--- src/rtl/vga_timing_gen.sv ---
// vga_timing_gen: raster timing generator with a run-time reconfigurable timing set.
//
// Ports
//   clk_i, rst_i          single clock, synchronous active-high reset
//   cfg_valid_i           a new timing set is offered on the cfg_* inputs
//   cfg_ready_o           no accepted set is pending; an offer will be taken
//   cfg_h_*_i, cfg_v_*_i  active/front-porch/pulse/back-porch lengths (clocks / lines)
//   cfg_h_pol_i/v_pol_i   sync level driven during the pulse
//   cfg_err_o             one-cycle pulse: the previous cycle's offer was rejected
//   h_sync_o, v_sync_o    sync outputs
//   disp_ena_o            current position lies in the active area
//   col_o, row_o          active-area coordinates, zero outside the active area
//   line_start_o          position is h=0
//   frame_start_o         position is (0,0)
//
// An accepted set waits in shadow registers and is swapped in on the edge that
// leaves the last position of the frame. Every output is registered and is
// computed from the next position and the timing that will be in force there.
module vga_timing_gen #(
    parameter int unsigned H_BITS   = 10,
    parameter int unsigned V_BITS   = 9,
    parameter int unsigned H_ACTIVE = 600,
    parameter int unsigned H_FP     = 36,
    parameter int unsigned H_PULSE  = 60,
    parameter int unsigned H_BP     = 96,
    parameter int unsigned V_ACTIVE = 300,
    parameter int unsigned V_FP     = 12,
    parameter int unsigned V_PULSE  = 12,
    parameter int unsigned V_BP     = 12,
    parameter bit          H_POL    = 1'b0,
    parameter bit          V_POL    = 1'b1
) (
    input  logic              clk_i,
    input  logic              rst_i,
    input  logic              cfg_valid_i,
    output logic              cfg_ready_o,
    input  logic [H_BITS-1:0] cfg_h_active_i,
    input  logic [H_BITS-1:0] cfg_h_fp_i,
    input  logic [H_BITS-1:0] cfg_h_pulse_i,
    input  logic [H_BITS-1:0] cfg_h_bp_i,
    input  logic [V_BITS-1:0] cfg_v_active_i,
    input  logic [V_BITS-1:0] cfg_v_fp_i,
    input  logic [V_BITS-1:0] cfg_v_pulse_i,
    input  logic [V_BITS-1:0] cfg_v_bp_i,
    input  logic              cfg_h_pol_i,
    input  logic              cfg_v_pol_i,
    output logic              cfg_err_o,
    output logic              h_sync_o,
    output logic              v_sync_o,
    output logic              disp_ena_o,
    output logic [H_BITS-1:0] col_o,
    output logic [V_BITS-1:0] row_o,
    output logic              line_start_o,
    output logic              frame_start_o
);

    // Period sums are one bit wider than the fields.
    localparam int unsigned HW = H_BITS + 1;
    localparam int unsigned VW = V_BITS + 1;

    localparam logic [HW-1:0] HLimit = {1'b1, {H_BITS{1'b0}}};
    localparam logic [VW-1:0] VLimit = {1'b1, {V_BITS{1'b0}}};

    typedef struct packed {
        logic [H_BITS-1:0] ha;
        logic [H_BITS-1:0] hf;
        logic [H_BITS-1:0] hp;
        logic [H_BITS-1:0] hb;
        logic [V_BITS-1:0] va;
        logic [V_BITS-1:0] vf;
        logic [V_BITS-1:0] vp;
        logic [V_BITS-1:0] vb;
        logic              hpol;
        logic              vpol;
    } timing_t;

    localparam timing_t RstTiming = '{
        ha:   H_BITS'(H_ACTIVE),
        hf:   H_BITS'(H_FP),
        hp:   H_BITS'(H_PULSE),
        hb:   H_BITS'(H_BP),
        va:   V_BITS'(V_ACTIVE),
        vf:   V_BITS'(V_FP),
        vp:   V_BITS'(V_PULSE),
        vb:   V_BITS'(V_BP),
        hpol: H_POL,
        vpol: V_POL
    };

    // State
    logic [H_BITS-1:0] h_q, h_d;
    logic [V_BITS-1:0] v_q, v_d;
    logic              run_q;          // low until the first edge after reset
    timing_t           cur_q, cur_d;
    timing_t           shd_q, shd_d;
    logic              pending_q, pending_d;

    // Registered outputs
    logic              cfg_ready_q, cfg_ready_d;
    logic              cfg_err_q, cfg_err_d;
    logic              h_sync_q, h_sync_d;
    logic              v_sync_q, v_sync_d;
    logic              disp_q, disp_d;
    logic [H_BITS-1:0] col_q, col_d;
    logic [V_BITS-1:0] row_q, row_d;
    logic              line_q, line_d;
    logic              frame_q, frame_d;

    // Internal
    logic [HW-1:0] h_len, hs_start, hs_end, offer_h_sum;
    logic [VW-1:0] v_len, vs_start, vs_end, offer_v_sum;
    logic          h_last, v_last, apply, accept, offer_bad;
    timing_t       offer;

    always_comb begin
        offer = '{
            ha:   cfg_h_active_i,
            hf:   cfg_h_fp_i,
            hp:   cfg_h_pulse_i,
            hb:   cfg_h_bp_i,
            va:   cfg_v_active_i,
            vf:   cfg_v_fp_i,
            vp:   cfg_v_pulse_i,
            vb:   cfg_v_bp_i,
            hpol: cfg_h_pol_i,
            vpol: cfg_v_pol_i
        };

        // Offer validation
        offer_h_sum = HW'(offer.ha) + HW'(offer.hf) + HW'(offer.hp) + HW'(offer.hb);
        offer_v_sum = VW'(offer.va) + VW'(offer.vf) + VW'(offer.vp) + VW'(offer.vb);
        offer_bad   = (offer.ha == '0) || (offer.hp == '0) ||
                      (offer.va == '0) || (offer.vp == '0) ||
                      (offer_h_sum > HLimit) || (offer_v_sum > VLimit);
        accept      = cfg_valid_i && cfg_ready_q;

        // Position advance under the timing currently in force
        h_len  = HW'(cur_q.ha) + HW'(cur_q.hf) + HW'(cur_q.hp) + HW'(cur_q.hb);
        v_len  = VW'(cur_q.va) + VW'(cur_q.vf) + VW'(cur_q.vp) + VW'(cur_q.vb);
        h_last = (HW'(h_q) == h_len - HW'(1));
        v_last = (VW'(v_q) == v_len - VW'(1));
        apply  = run_q && h_last && v_last && pending_q;

        h_d = h_q;
        v_d = v_q;
        if (!run_q) begin
            h_d = '0;
            v_d = '0;
        end else if (h_last) begin
            h_d = '0;
            v_d = v_last ? '0 : v_q + V_BITS'(1);
        end else begin
            h_d = h_q + H_BITS'(1);
        end

        // Timing set swap and handshake
        cur_d     = apply ? shd_q : cur_q;
        shd_d     = shd_q;
        pending_d = pending_q;
        if (apply) begin
            pending_d = 1'b0;
        end else if (accept && !offer_bad) begin
            shd_d     = offer;
            pending_d = 1'b1;
        end
        cfg_ready_d = !pending_d;
        cfg_err_d   = accept && offer_bad;

        // Outputs describe (h_d, v_d) under cur_d
        hs_start = HW'(cur_d.ha) + HW'(cur_d.hf);
        hs_end   = hs_start + HW'(cur_d.hp);
        vs_start = VW'(cur_d.va) + VW'(cur_d.vf);
        vs_end   = vs_start + VW'(cur_d.vp);

        disp_d   = (h_d < cur_d.ha) && (v_d < cur_d.va);
        col_d    = disp_d ? h_d : '0;
        row_d    = disp_d ? v_d : '0;
        h_sync_d = ((HW'(h_d) >= hs_start) && (HW'(h_d) < hs_end)) ? cur_d.hpol : ~cur_d.hpol;
        v_sync_d = ((VW'(v_d) >= vs_start) && (VW'(v_d) < vs_end)) ? cur_d.vpol : ~cur_d.vpol;
        line_d   = (h_d == '0);
        frame_d  = (h_d == '0) && (v_d == '0);
    end

    always_ff @(posedge clk_i) begin
        if (rst_i) begin
            h_q         <= '0;
            v_q         <= '0;
            run_q       <= 1'b0;
            cur_q       <= RstTiming;
            shd_q       <= RstTiming;
            pending_q   <= 1'b0;
            cfg_ready_q <= 1'b0;
            cfg_err_q   <= 1'b0;
            h_sync_q    <= ~H_POL;
            v_sync_q    <= ~V_POL;
            disp_q      <= 1'b0;
            col_q       <= '0;
            row_q       <= '0;
            line_q      <= 1'b0;
            frame_q     <= 1'b0;
        end else begin
            h_q         <= h_d;
            v_q         <= v_d;
            run_q       <= 1'b1;
            cur_q       <= cur_d;
            shd_q       <= shd_d;
            pending_q   <= pending_d;
            cfg_ready_q <= cfg_ready_d;
            cfg_err_q   <= cfg_err_d;
            h_sync_q    <= h_sync_d;
            v_sync_q    <= v_sync_d;
            disp_q      <= disp_d;
            col_q       <= col_d;
            row_q       <= row_d;
            line_q      <= line_d;
            frame_q     <= frame_d;
        end
    end

    assign cfg_ready_o   = cfg_ready_q;
    assign cfg_err_o     = cfg_err_q;
    assign h_sync_o      = h_sync_q;
    assign v_sync_o      = v_sync_q;
    assign disp_ena_o    = disp_q;
    assign col_o         = col_q;
    assign row_o         = row_q;
    assign line_start_o  = line_q;
    assign frame_start_o = frame_q;

endmodule

--- config.mk ---
export PLATFORM = sky130hd
export DESIGN_NAME = vga_timing_gen
export DESIGN_NICKNAME = d
export VERILOG_FILES = /design/src/rtl/vga_timing_gen.sv
export SDC_FILE = /design/constraint.sdc
export NUM_CORES = 1
export LEC_CHECK = 0
export BUFFER_PORTS_ARGS = -buffer_cell sky130_fd_sc_hd__buf_2
export CAP_MARGIN = 20
export CORE_MARGIN = 2
export CORE_UTILIZATION = 40
export CTS_BUF_LIST = sky130_fd_sc_hd__clkbuf_8
export DETAILED_ROUTE_END_ITERATION = 16
export GPL_TIMING_DRIVEN = 0
export PLACE_DENSITY = 0.55
export SYNTH_ARGS = -nofsm -noshare
export SYNTH_HDL_FRONTEND = slang
export SYNTH_SLANG_ARGS = --single-unit
--- constraint.sdc ---
create_clock -name clk_i -period 12.6 [get_ports clk_i]
set_input_delay 0 -clock clk_i [delete_from_list [all_inputs] [get_ports clk_i]]
set_output_delay 0 -clock clk_i [all_outputs]
set_load 0.005 [all_outputs]
# ---- Yosys cells after proc, flatten, opt, wreduce, memory -nomap -nowiden
# Index checks and enable logic that the tools add are counted.
# Widths: inputs -> output; s select.
dict set report totals {
  input_bits 81
  register_bits 203
  elab_cells 103
  out_inout_bits 26
}
dict set report op_classes {
  addsub 20
  reduce_logical 25
  mux 11
  eq_ne 2
  bitwise 4
  magnitude_cmp 8
}
# cell count
set ops {}
lappend ops {{$mux 78} 1}
lappend ops {{$add 11x10->11} 5}
lappend ops {{$add 10x9->10} 5}
lappend ops {{$add 10x10->11} 3}
lappend ops {{$add 9x9->10} 3}
lappend ops {{$logic_not 10->1} 3}
lappend ops {{$logic_not 9->1} 3}
lappend ops {{$mux 9} 3}
lappend ops {{$mux 10} 2}
lappend ops {{$eq 10x11->1} 1}
lappend ops {{$ge 10x11->1} 1}
lappend ops {{$gt 11x11->1 const B} 1}
lappend ops {{$lt 10x11->1} 1}
lappend ops {{$sub 11x1->11 const B} 1}
lappend ops {{$add 10x1->10 const B} 1}
lappend ops {{$eq 9x10->1} 1}
lappend ops {{$ge 9x10->1} 1}
lappend ops {{$gt 10x10->1 const B} 1}
lappend ops {{$logic_and 1x1->1} 10}
lappend ops {{$lt 10x10->1} 1}
lappend ops {{$lt 9x10->1} 1}
lappend ops {{$sub 10x1->10 const B} 1}
lappend ops {{$add 9x1->9 const B} 1}
lappend ops {{$lt 9x9->1} 1}
lappend ops {{other kinds (6)} 18}

# ---- Depth between registers and ports, before layout
# Gate-level depths: netlist of the first run.
dict set report depth {
  word_depth 14
  depth_mapped 43
  ltp_nobuf 40
}

# ---- Least setup slack after synthesis of the first run
# OpenSTA, ideal clock, no wires.
dict set report synth_path {
  path_type {register to register}
  from {register cur_q[39] in the netlist's numbering}
  to {register h_sync_q, in the netlist h_sync_o}
  n_path_buf 3
  slack_ps 4052
  required_time_ps 12471
  stages_incl_launch_ff 41
  setup_time_ps 129
  arrival_time_ps 8419
  synth_period_minus_slack_ps 8548
  path_cell_list {dfxtp_1 -> inv_1 -> ha_1 -> inv_1 -> fa_1 -> inv_1 -> fa_1 -> inv_1 -> ha_1 -> fa_1 -> a211oi_1 -> o21bai_1 -> a21oi_2 -> xnor2_1 -> or4_1 -> clkbuf_2 -> or3_1 -> buf_2 -> (+5 left out) -> a21o_1 -> a221o_1 -> or2_2 -> xor2_1 -> ha_1 -> a21o_1 -> or3_1 -> o21ai_0 -> xor2_1 -> ha_1 -> a21o_1 -> a21oi_1 -> o21ai_0 -> nand3b_1 -> nand3_1 -> o41ai_1 -> xnor2_1 -> nand2_1}
}
# element line_no
set synth_rtl {}
lappend synth_rtl {{from (decl)} 94} ;# timing_t cur_q, cur_d;
lappend synth_rtl {{from (signal assigned)} 189} ;# cur_q <= RstTiming;
lappend synth_rtl {{from (signal assigned)} 205} ;# cur_q <= cur_d;
lappend synth_rtl {{to (signal assigned)} 194} ;# h_sync_q <= ~H_POL;
lappend synth_rtl {{to (signal assigned)} 210} ;# h_sync_q <= h_sync_d;
lappend synth_rtl {{to (decl)} 101} ;# logic h_sync_q, h_sync_d;

==> results of run 1 <==
-- final timing paths --
kind / startpoint / end / slack, ns / depth (start not counted)
max: cur_q[39]$_SDFFE_PP0N_ / h_sync_o$_SDFF_PP1_ / 2.36 / 42
min: rst_i / row_o[0]$_SDFF_PP0_ / 0.21 / 5
max reg2reg: cur_q[39]$_SDFFE_PP0N_ / h_sync_o$_SDFF_PP1_ / 2.36 / 42
min reg2reg: cur_q[8]$_SDFFE_PP0N_ / cur_q[8]$_SDFFE_PP0N_ / 0.45 / 2
-- placed cells by master, fill, tap and decap left out, types with 45 or more instances in the layout --
master	instances
sky130_fd_sc_hd__dfxtp_1	203
sky130_fd_sc_hd__inv_1	176
sky130_fd_sc_hd__nand2_1	173
sky130_fd_sc_hd__nor2_1	156
sky130_fd_sc_hd__ha_1	153
sky130_fd_sc_hd__a21oi_1	118
sky130_fd_sc_hd__buf_2	115
sky130_fd_sc_hd__mux2i_1	80
sky130_fd_sc_hd__dlygate4sd3_1	79
sky130_fd_sc_hd__fa_1	78
sky130_fd_sc_hd__nor3_1	58
sky130_fd_sc_hd__xnor2_1	53
sky130_fd_sc_hd__clkbuf_8	45
-- cell type report --
class                           instances  share of cell area, %
Timing Repair Buffer                  185                   7.85
Inverter                              167                   3.73
Multi-Input combinational cell       1191                   54.5
Clock buffer                           44                   3.60
Clock inverter                         19                  0.922
Sequential cell                       203                   24.2
Tap cell                              455                   3.38
Buffer                                 61                   1.90
-- cells by family (layout without fill, tap and decap cells) --
logic type,after synthesis,in the layout,share of synthesized area [%]
buffers and inverters,228,476,6.68
and+or+nand+nor,530,530,17.3
adders and majority gates,231,231,24.5
AOI/OAI and AO/OA,269,269,12.1
DFF,203,203,28.7
xor gates and xnor gates,81,81,5.10
muxes,80,80,5.65
-- routing by layer --
metal | vias to the layer above | GRT usage [%] | share of wire, %
li1 | 5960 | - | -
met1 | 5607 | 33.0 | 49
met2 | 285 | 37.5 | 45
met3 | 53 | 2.63 | 4.4
met4 | 0 | 6.02 | 2.1
met5 | - | 0 | 0
-- what timing repair did --
item | 4_1_cts | 5_1_grt
endpoints found under the setup margin | 0 | 0
hold endpoints to repair | 79 | 0
hold buffers | 79 | 0
-- power breakdown --
group	internal (uW)	switching [uW]
registers	668	20.0
logic	150	175
clock network	361	295
-- state kept, by name, summed over array words and instances, names as in the netlist --
register / count
cur_q: 78
shd_q: 78
col_o: 10
h_q: 10
row_o: 9
v_q: 9
cfg_err_o: 1
cfg_ready_o: 1
disp_ena_o: 1
frame_start_o: 1
h_sync_o: 1
line_start_o: 1
pending_q: 1
run_q: 1
v_sync_o: 1
-- critical path, delay by kind of cell (launching register included) --
family | cells | cell delay (ns)
DFF | 1 | 0.32
buffers and inverters | 7 | 1.20
AOI/OAI and AO/OA | 15 | 3.04
xor gates and xnor gates | 4 | 0.69
and+or+nand+nor | 8 | 1.97
adders and majority gates | 8 | 2.81
-- through the flow --
step	hold slack, ns	cell area (um2)
2_1_floorplan	0.144	14200
3_3_place_gp	0.263	15300
3_5_place_dp	0.275	15300
4_1_cts	0.176	16800
5_1_grt	0.188	16800
6_report	0.212	16800
==> run_results.csv, run 1 <==
group,metric,value,unit
route,drt_iter0_markers,670,
worst_setup_path,critPathMostFrequentCell,"sky130_fd_sc_hd__ha_1",
layout,seq_area,4060,um2
die,ios,107,
die,die_area,37000,um2
sta,relSlewSlack,34.7,%
route,drt-pass1-iter-count,5,
layout,drive_above_1_share,11.4,%
sta,setup-violations-final,0,
power_and_ir_drop,report.power.total,1670,uW
logic_synthesis,synth_cells,1622,
place,detailed_place_hpwl,34600,um
sta,setup_slack,2.36,ns
worst_setup_path,cpPeakStageDelay,0.60,ns
layout,instances_no_fill,2325,
die,fp.coreArea,34700,um2
cts,cts_resized,0,
grt,first_global_vias,11683,
die,fp-row-count,68,
layout,layout.filler_cells,3373,
logic_synthesis,ys_warnings,0,
place,routabilityCongestion,0.891,
sta,timing.final.crit_period,10.24,ns
logic_synthesis,yosysSeqAreaShare,28.7,%
cts,ctsHtreeMaxLevel,2,
grt,gr-total-overflow,0,
logic_synthesis,synth.lib_cells_used.distinct,75,
cts,cts.clk_slew.worst_paths,0.06,ns
logic_synthesis,yosysTopAreaCellShare,28.7,%
flow_run,timing.max_cap.violations,0,
sta,timing_hold_violations_final,0,
worst_setup_path,cp-end-kind,"register",
logic_synthesis,synth_top_flop_cell,"sky130_fd_sc_hd__dfxtp_1",
sta,slew_viols_final,0,
run_status,outcome,"finished clean",
worst_setup_path,worstSetupStartpointType,"register",
route,vias_per_cell,5.12,
grt,pin_count_of_the_biggest_net_entering_global_routing,12,
power_and_ir_drop,power_density_over_the_cells,99.2,nW/um2
logic_synthesis,synth.area.top_cells,"sky130_fd_sc_hd__dfxtp_1 (29%), sky130_fd_sc_hd__ha_1 (14%), sky130_fd_sc_hd__fa_1 (11%), sky130_fd_sc_hd__mux2i_1 (5.7%), sky130_fd_sc_hd__nand2_1 (4.6%)",
sta,final.setup.tns,0,ns
route,totalWireLength,42400,um
logic_synthesis,synthesis.area,14200,um2
sta,unrepaired_setup_endpoints_after_global_routing,"false",
place,placement.setup.worst_slack,2.33,ns
worst_setup_path,crit_path_max_fanout,10,
sta,finalClockSkew,0.0203,ns
cts,cts_buffers,38,
grt,antenna_found_initial,0,
die,die-height,192,um
cts,cts_buffer_depth,3,
worst_setup_path,critical_path_class,"reg -> reg",
worst_setup_path,critPathSlowestCell,"sky130_fd_sc_hd__o41ai_1",
grt,grt_pass1_wl,65600,um
power_and_ir_drop,ir_drop,76.9,uV
route,num_vias,11905,
sta,tcrit_tclk_final,81.3,%
sta,worstMarginPinSlew,0.954,ns
logic_synthesis,synth_top_area_cell,"sky130_fd_sc_hd__dfxtp_1",
worst_setup_path,worst_ep_arrival_time,10.61,ns
logic_synthesis,syn-num-nets,1934,
grt,groute.usage.overall,23.3,%
cts,cts.root.buffer_cell,"sky130_fd_sc_hd__clkbuf_8",
worst_setup_path,worst_ep_required_time,12.97,ns
route,drc,0,
die,initial_utilization,40.8,%
cts,post_cts.repair.setup_buffers,0,
layout,diodes,0,
power_and_ir_drop,leakage,0.00810,uW
logic_synthesis,post_synth_most_frequent_cells,"sky130_fd_sc_hd__dfxtp_1 (203), sky130_fd_sc_hd__nand2_1 (173), sky130_fd_sc_hd__inv_1 (166)",
logic_synthesis,syn-mean-instance-area,8.74,um2
logic_synthesis,edff_count_synth,0,
route,detail-route-antenna-nets,0,
sta,max_freq,97.6,MHz
place,dp_cells,2183,
layout,nNetsFinal,2159,
worst_hold_path,hold_class,"in -> reg",
logic_synthesis,synth-seq-cells,203,
cts,cts_tree,"built",
cts,clkSinkCount,203,
cts,latest_clock_arrival_within_the_worst_skew_pair,0.56,ns
layout,areaGrowthSynthToFinish,18.7,%
layout,multi_input_comb_area,9160,um2
place,port-buffer-count,106,
logic_synthesis,ys_async_sr_fraction,0,%
logic_synthesis,post-synth-top-count-cell,"sky130_fd_sc_hd__dfxtp_1",
route,detail_route.wl_per_cell,18.2,um
die,die_w,192,um
layout,fin_util,48.5,%
No activity file was read; power rests on OpenSTA's default activity.
==> run 2: changes to the inputs <==
- clock period: 12.6 -> 9.9 ns (I/O delays scaled with it)
==> run 2 against run 1 <==
  * Critical path depth shrank 1
  * Highest routed layer unchanged
  * Cell count unchanged
  * Die area did not move
  * Routed wire length up 0.24%
  * Critical endpoint is now v_sync_o$_SDFF_PP0_
  * Sequential cell count stayed put
  * Clock power rose by 27%
  * Register-to-register slack got worse by 1.8 ns
  * Worst hold slack lost 0.015 ns
==> run_results.csv, run 2 (synthesized netlist as in run 1, its figures left out) <==
group,metric,value,unit
sta,unrepaired_setup_endpoints_after_global_routing,"false",
layout,layout.cells.most_common_list,"sky130_fd_sc_hd__dfxtp_1 (203), sky130_fd_sc_hd__inv_1 (176), sky130_fd_sc_hd__nand2_1 (173)",
place,port-buffer-count,106,
cts,cts.root.buffer_cell,"sky130_fd_sc_hd__clkbuf_8",
sta,finalClockSkew,0.0180,ns
grt,first_global_vias,11690,
route,drc,0,
cts,cts_buffer_depth,3,
cts,post_cts.repair.setup_buffers,0,
sta,max_freq,107,MHz
sta,timing_hold_violations_final,0,
worst_setup_path,worstSetupStartpointType,"register",
route,detail-route-antenna-nets,0,
worst_setup_path,worst_ep_arrival_time,9.82,ns
flow_run,timing.max_cap.violations,0,
worst_setup_path,critical_path_class,"reg -> reg",
layout,layout.cells.most_common,"sky130_fd_sc_hd__dfxtp_1",
sta,setup_slack,0.512,ns
route,drt_iter0_markers,695,
die,fp-row-count,68,
cts,ctsHtreeMaxLevel,2,
route,detail_route.wl_per_cell,18.3,um
route,totalWireLength,42500,um
grt,grt_pass1_wl,65600,um
place,detailed_place_hpwl,34600,um
cts,cts_tree,"built",
die,initial_utilization,40.8,%
worst_hold_path,hold_class,"in -> reg",
power_and_ir_drop,report.power.total,2130,uW
place,placement.setup.worst_slack,-0.371,ns
cts,clkSinkCount,203,
grt,groute.usage.overall,23.3,%
sta,setup-violations-final,0,
sta,final_hold_slack,0.196,ns
die,die-height,192,um
worst_setup_path,crit_path_max_fanout,10,
worst_setup_path,cp-end-kind,"register",
run_status,outcome,"finished clean",
grt,antenna_found_initial,0,
cts,cts_buffers,38,
worst_setup_path,critPathSlowestCell,"sky130_fd_sc_hd__fa_1",
worst_setup_path,cpPeakStageDelay,0.51,ns
sta,timing.final.crit_period,9.39,ns
power_and_ir_drop,power_density_over_the_cells,126,nW/um2
die,die_area,37000,um2
die,ios,107,
grt,gr-total-overflow,0,
worst_setup_path,critPathMostFrequentCell,"sky130_fd_sc_hd__ha_1",
cts,latest_clock_arrival_within_the_worst_skew_pair,0.56,ns
cts,cts.clk_slew.worst_paths,0.06,ns
route,num_vias,11966,
layout,diodes,0,
sta,slew_viols_final,0,
die,fp.coreArea,34700,um2
layout,drive_above_1_share,12.5,%
layout,areaGrowthSynthToFinish,19.4,%
place,routabilityCongestion,0.891,
route,vias_per_cell,5.15,
place,dpl-instance-area,15300,um2
layout,nNetsFinal,2159,
layout,reg.largest.list,"cur_q x78, shd_q x78",
layout,layout.filler_cells,3367,
route,drt-pass1-iter-count,5,
sta,worstMarginPinSlew,0.925,ns
sta,relSlewSlack,36.7,%
layout,finish.instance_area,16900,um2
die,die_w,192,um
power_and_ir_drop,leakage,0.00813,uW
power_and_ir_drop,ir_drop,97.5,uV
grt,pin_count_of_the_biggest_net_entering_global_routing,12,
worst_setup_path,worst_ep_required_time,10.34,ns
sta,tcrit_tclk_final,94.8,%
## run 2: layout make-up
cell class | count | area [um2] | share of cell area, %
Multi-Input combinational cell | 1191 | 9240 | 54.6
Tap cell | 455 | 569 | 3.37
Clock buffer | 44 | 606 | 3.58
Inverter | 167 | 627 | 3.71
Clock inverter | 19 | 155 | 0.917
Sequential cell | 203 | 4060 | 24.0
Buffer | 61 | 332 | 1.96
Timing Repair Buffer | 185 | 1320 | 7.81
## run 2: final timing paths
path                                              from                     to  slack [ns]  cells past startpoint
worst max-delay path            cur_q[39]$_SDFFE_PP0N_    v_sync_o$_SDFF_PP0_        0.51                     41
worst min-delay path                             rst_i    row_o[0]$_SDFF_PP0_        0.20                      5
worst max register to register  cur_q[39]$_SDFFE_PP0N_    v_sync_o$_SDFF_PP0_        0.51                     41
worst min register to register   cur_q[8]$_SDFFE_PP0N_  cur_q[8]$_SDFFE_PP0N_        0.45                      2
## run 2: critical path, delay by kind of cell, from the launching register on
family | cells | cell delay (ns)
XOR/XNOR | 3 | 0.43
AND/OR/NAND/NOR | 9 | 1.93
adder cells (fa/ha/maj) | 9 | 3.17
buffers and inverters | 8 | 1.00
AO/OA/AOI/OAI | 11 | 2.06
flip-flops | 1 | 0.32
multiplexers | 1 | 0.31
## run 2: routing by layer
metal	vias up	track usage (%)	routed length, um
met5	-	0	0
met4	0	6.02	867
met3	53	2.63	1800
met2	287	37.5	19000
met1	5661	33.0	20800
li1	5965	-	-
## run 2: through the flow
step                utilization, %  instances  TNS [ns]
floorplan                        -       1622         0
global placement              44.0       2183    -0.416
detailed placement            44.0       2183    -0.371
CTS                           48.5       2325         0
global route                  48.7       2325         0
finish                        48.7       2325         0
## run 2: repair_timing
item,CTS,global route
endpoints found under the hold margin,79,0
hold buffers,79,0
endpoints found under the setup margin,1,2
pin swaps,0,1
resized for setup,2,24
## run 2: report_power, final
group          internal [uW]  switching [uW]
clock network            459             377
registers                851            25.9
logic                    192             224
total                   1500             626
==> run 3: changes to the inputs <==
- BUFFER_PORTS_ARGS: -buffer_cell sky130_fd_sc_hd__buf_2 -> -buffer_cell sky130_fd_sc_hd__buf_4
- GPL_TIMING_DRIVEN: 0 -> 1
- MAX_ROUTING_LAYER: not set -> met4
==> run 3 against run 2 <==
  * Clock power is 9.1% higher
  * Worst setup slack better by 0.23 ns
  * Global-route usage is 0.76 points lower
  * Non-clock buffer count is 27 lower
  * Via count is 2.3% lower
  * Critical path depth is 1 lower
  * Clock-buffer cell count is 3 higher
  * Cell area is 1.8% higher
  * Total power is 3.7% higher
  * Utilization is 0.89 points higher
  * Maximum frequency is 2.5% higher
  * Combinational power is 1% higher
  * Critical path type unchanged
  * Largest cell class unchanged
==> run_results.csv, run 3 (synthesized netlist as in run 1, its figures left out) <==
group,metric,value,unit
sta,tcrit_tclk_final,92.5,%
die,die_w,192,um
worst_setup_path,cpPeakStageDelay,0.70,ns
cts,latest_clock_arrival_within_the_worst_skew_pair,0.57,ns
grt,gr-total-overflow,0,
grt,groute.usage.overall,22.5,%
grt,antenna_found_initial,0,
route,drt-pass1-iter-count,5,
cts,ctsHtreeMaxLevel,2,
route,vias_per_cell,5.08,
die,initial_utilization,40.8,%
sta,timing.final.crit_period,9.16,ns
sta,worstMarginPinSlew,1.05,ns
cts,cts_buffers,38,
layout,instances_no_fill,2302,
cts,cts_buffer_depth,3,
worst_hold_path,hold_class,"in -> reg",
worst_setup_path,worst_ep_required_time,10.29,ns
layout,layout.cells.most_common_list,"sky130_fd_sc_hd__dfxtp_1 (203), sky130_fd_sc_hd__inv_1 (174), sky130_fd_sc_hd__nand2_1 (173)",
worst_hold_path,holdPathStages,4,
layout,nNetsFinal,2132,
place,dp_cells,2129,
cts,cts_tree,"built",
die,die-height,192,um
die,fp-row-count,68,
worst_setup_path,critical_path_class,"reg -> reg",
worst_setup_path,crit_path_max_fanout,17,
sta,setup-violations-final,0,
layout,drive_above_1_share,11.3,%
die,ios,107,
power_and_ir_drop,power_density_over_the_cells,128,nW/um2
sta,relSlewSlack,29.4,%
worst_setup_path,cp-end-kind,"register",
sta,unrepaired_setup_endpoints_after_global_routing,"false",
die,die_area,37000,um2
sta,final.setup.tns,0,ns
place,detailed_place_hpwl,30100,um
route,num_vias,11696,
sta,max_freq,109,MHz
route,detail_route.wl_per_cell,17.0,um
cts,clkSinkCount,203,
cts,cts.root.buffer_cell,"sky130_fd_sc_hd__clkbuf_8",
worst_setup_path,critPathSlowestCell,"sky130_fd_sc_hd__or4_1",
worst_setup_path,worst_ep_arrival_time,9.55,ns
route,detail-route-antenna-nets,0,
flow_run,timing.max_cap.violations,0,
worst_setup_path,ff2ff_path_depth,40,
sta,final_hold_slack,0.248,ns
route,drt_iter0_markers,789,
layout,reg.largest.list,"cur_q x78, shd_q x78",
worst_setup_path,worstSetupStartpointType,"register",
power_and_ir_drop,leakage,0.00829,uW
place,routabilityCongestion,0.858,
layout,layout.cells.most_common,"sky130_fd_sc_hd__dfxtp_1",
worst_setup_path,regToRegSetupSlack,0.74,ns
sta,slew_viols_final,0,
sta,finalClockSkew,0.0235,ns
cts,cts.clk_slew.worst_paths,0.06,ns
grt,grt_pass1_wl,63000,um
grt,first_global_vias,11729,
power_and_ir_drop,ir_drop,104,uV
route,drc,0,
run_status,outcome,"finished clean",
die,fp.coreArea,34700,um2
place,port-buffer-count,106,
route,totalWireLength,39200,um
sta,timing_hold_violations_final,0,
layout,diodes,0,
layout,areaGrowthSynthToFinish,21.5,%
grt,pin_count_of_the_biggest_net_entering_global_routing,100,
## run 3: cell count changes in the layout (fill, tap and decap cells not counted), sizes merged
cell / before / now
clkbuf: 80 / 47
dlygate4sd3: 79 / 106
buf: 131 / 113
bufinv: 2 / 4
clkinv: 4 / 6
clkinvlp: 2 / 0
inv: 178 / 177
## run 3: power breakdown
part           switching, uW  leakage, uW  internal [uW]
Sequential              25.3      0.00164            851
Clock                    376     0.000470            536
Combinational            215      0.00618            204
## run 3: path summary, 6_finish.rpt
kind / endpoint / start
setup / recovery: h_sync_o$_SDFF_PP1_ / cur_q[39]$_SDFFE_PP0N_
hold / removal: shd_q[66]$_SDFFE_PP0P_ / cfg_h_fp_i[8]
setup reg to reg: h_sync_o$_SDFF_PP1_ / cur_q[39]$_SDFFE_PP0N_
hold reg to reg: cur_q[41]$_SDFFE_PP0N_ / cur_q[41]$_SDFFE_PP0N_
## run 3: worst max-delay path: cells and delay by family (launching register included)
family | cells | cell delay [ns]
adders and majority gates | 8 | 2.73
DFF | 1 | 0.33
buffers and inverters | 6 | 0.49
and+or+nand+nor | 6 | 1.88
AOI/OAI and AO/OA | 16 | 2.95
xor gates and xnor gates | 4 | 0.64
## run 3: metal layers
layer | wire length, um | track usage [%]
met1 | 20100 | 33.2
met2 | 16100 | 32.1
met3 | 2370 | 3.65
met4 | 634 | 4.70
met5 | 0 | -
## run 3: per-stage QoR
stage	total power, uW	utilization [%]	cell area, um2	setup WS, ns
detailed placement	1280	44.1	15300	0.606
floorplan	1160	-	14200	1.35
CTS	2240	49.6	17200	0.561
global placement	1270	44.1	15300	0.794
finish	2210	49.6	17200	0.739
global route	2330	49.6	17200	0.0797
## run 3: final cells by class
class,instances,area [um2]
clock inverters,20,201
fillers,3380,17500
inverters,167,627
multi-input cells,1191,9190
clock buffers,47,647
flip-flops and latches,203,4060
repair buffers,219,1930
well taps,455,569
## run 3: what timing repair did
item / in CTS / in global routing
buffers inserted: 0 / 0
endpoints found under the setup margin: 0 / 1
gates resized for setup: 0 / 3
hold buffers: 106 / 0
hold endpoints to repair: 114 / 0
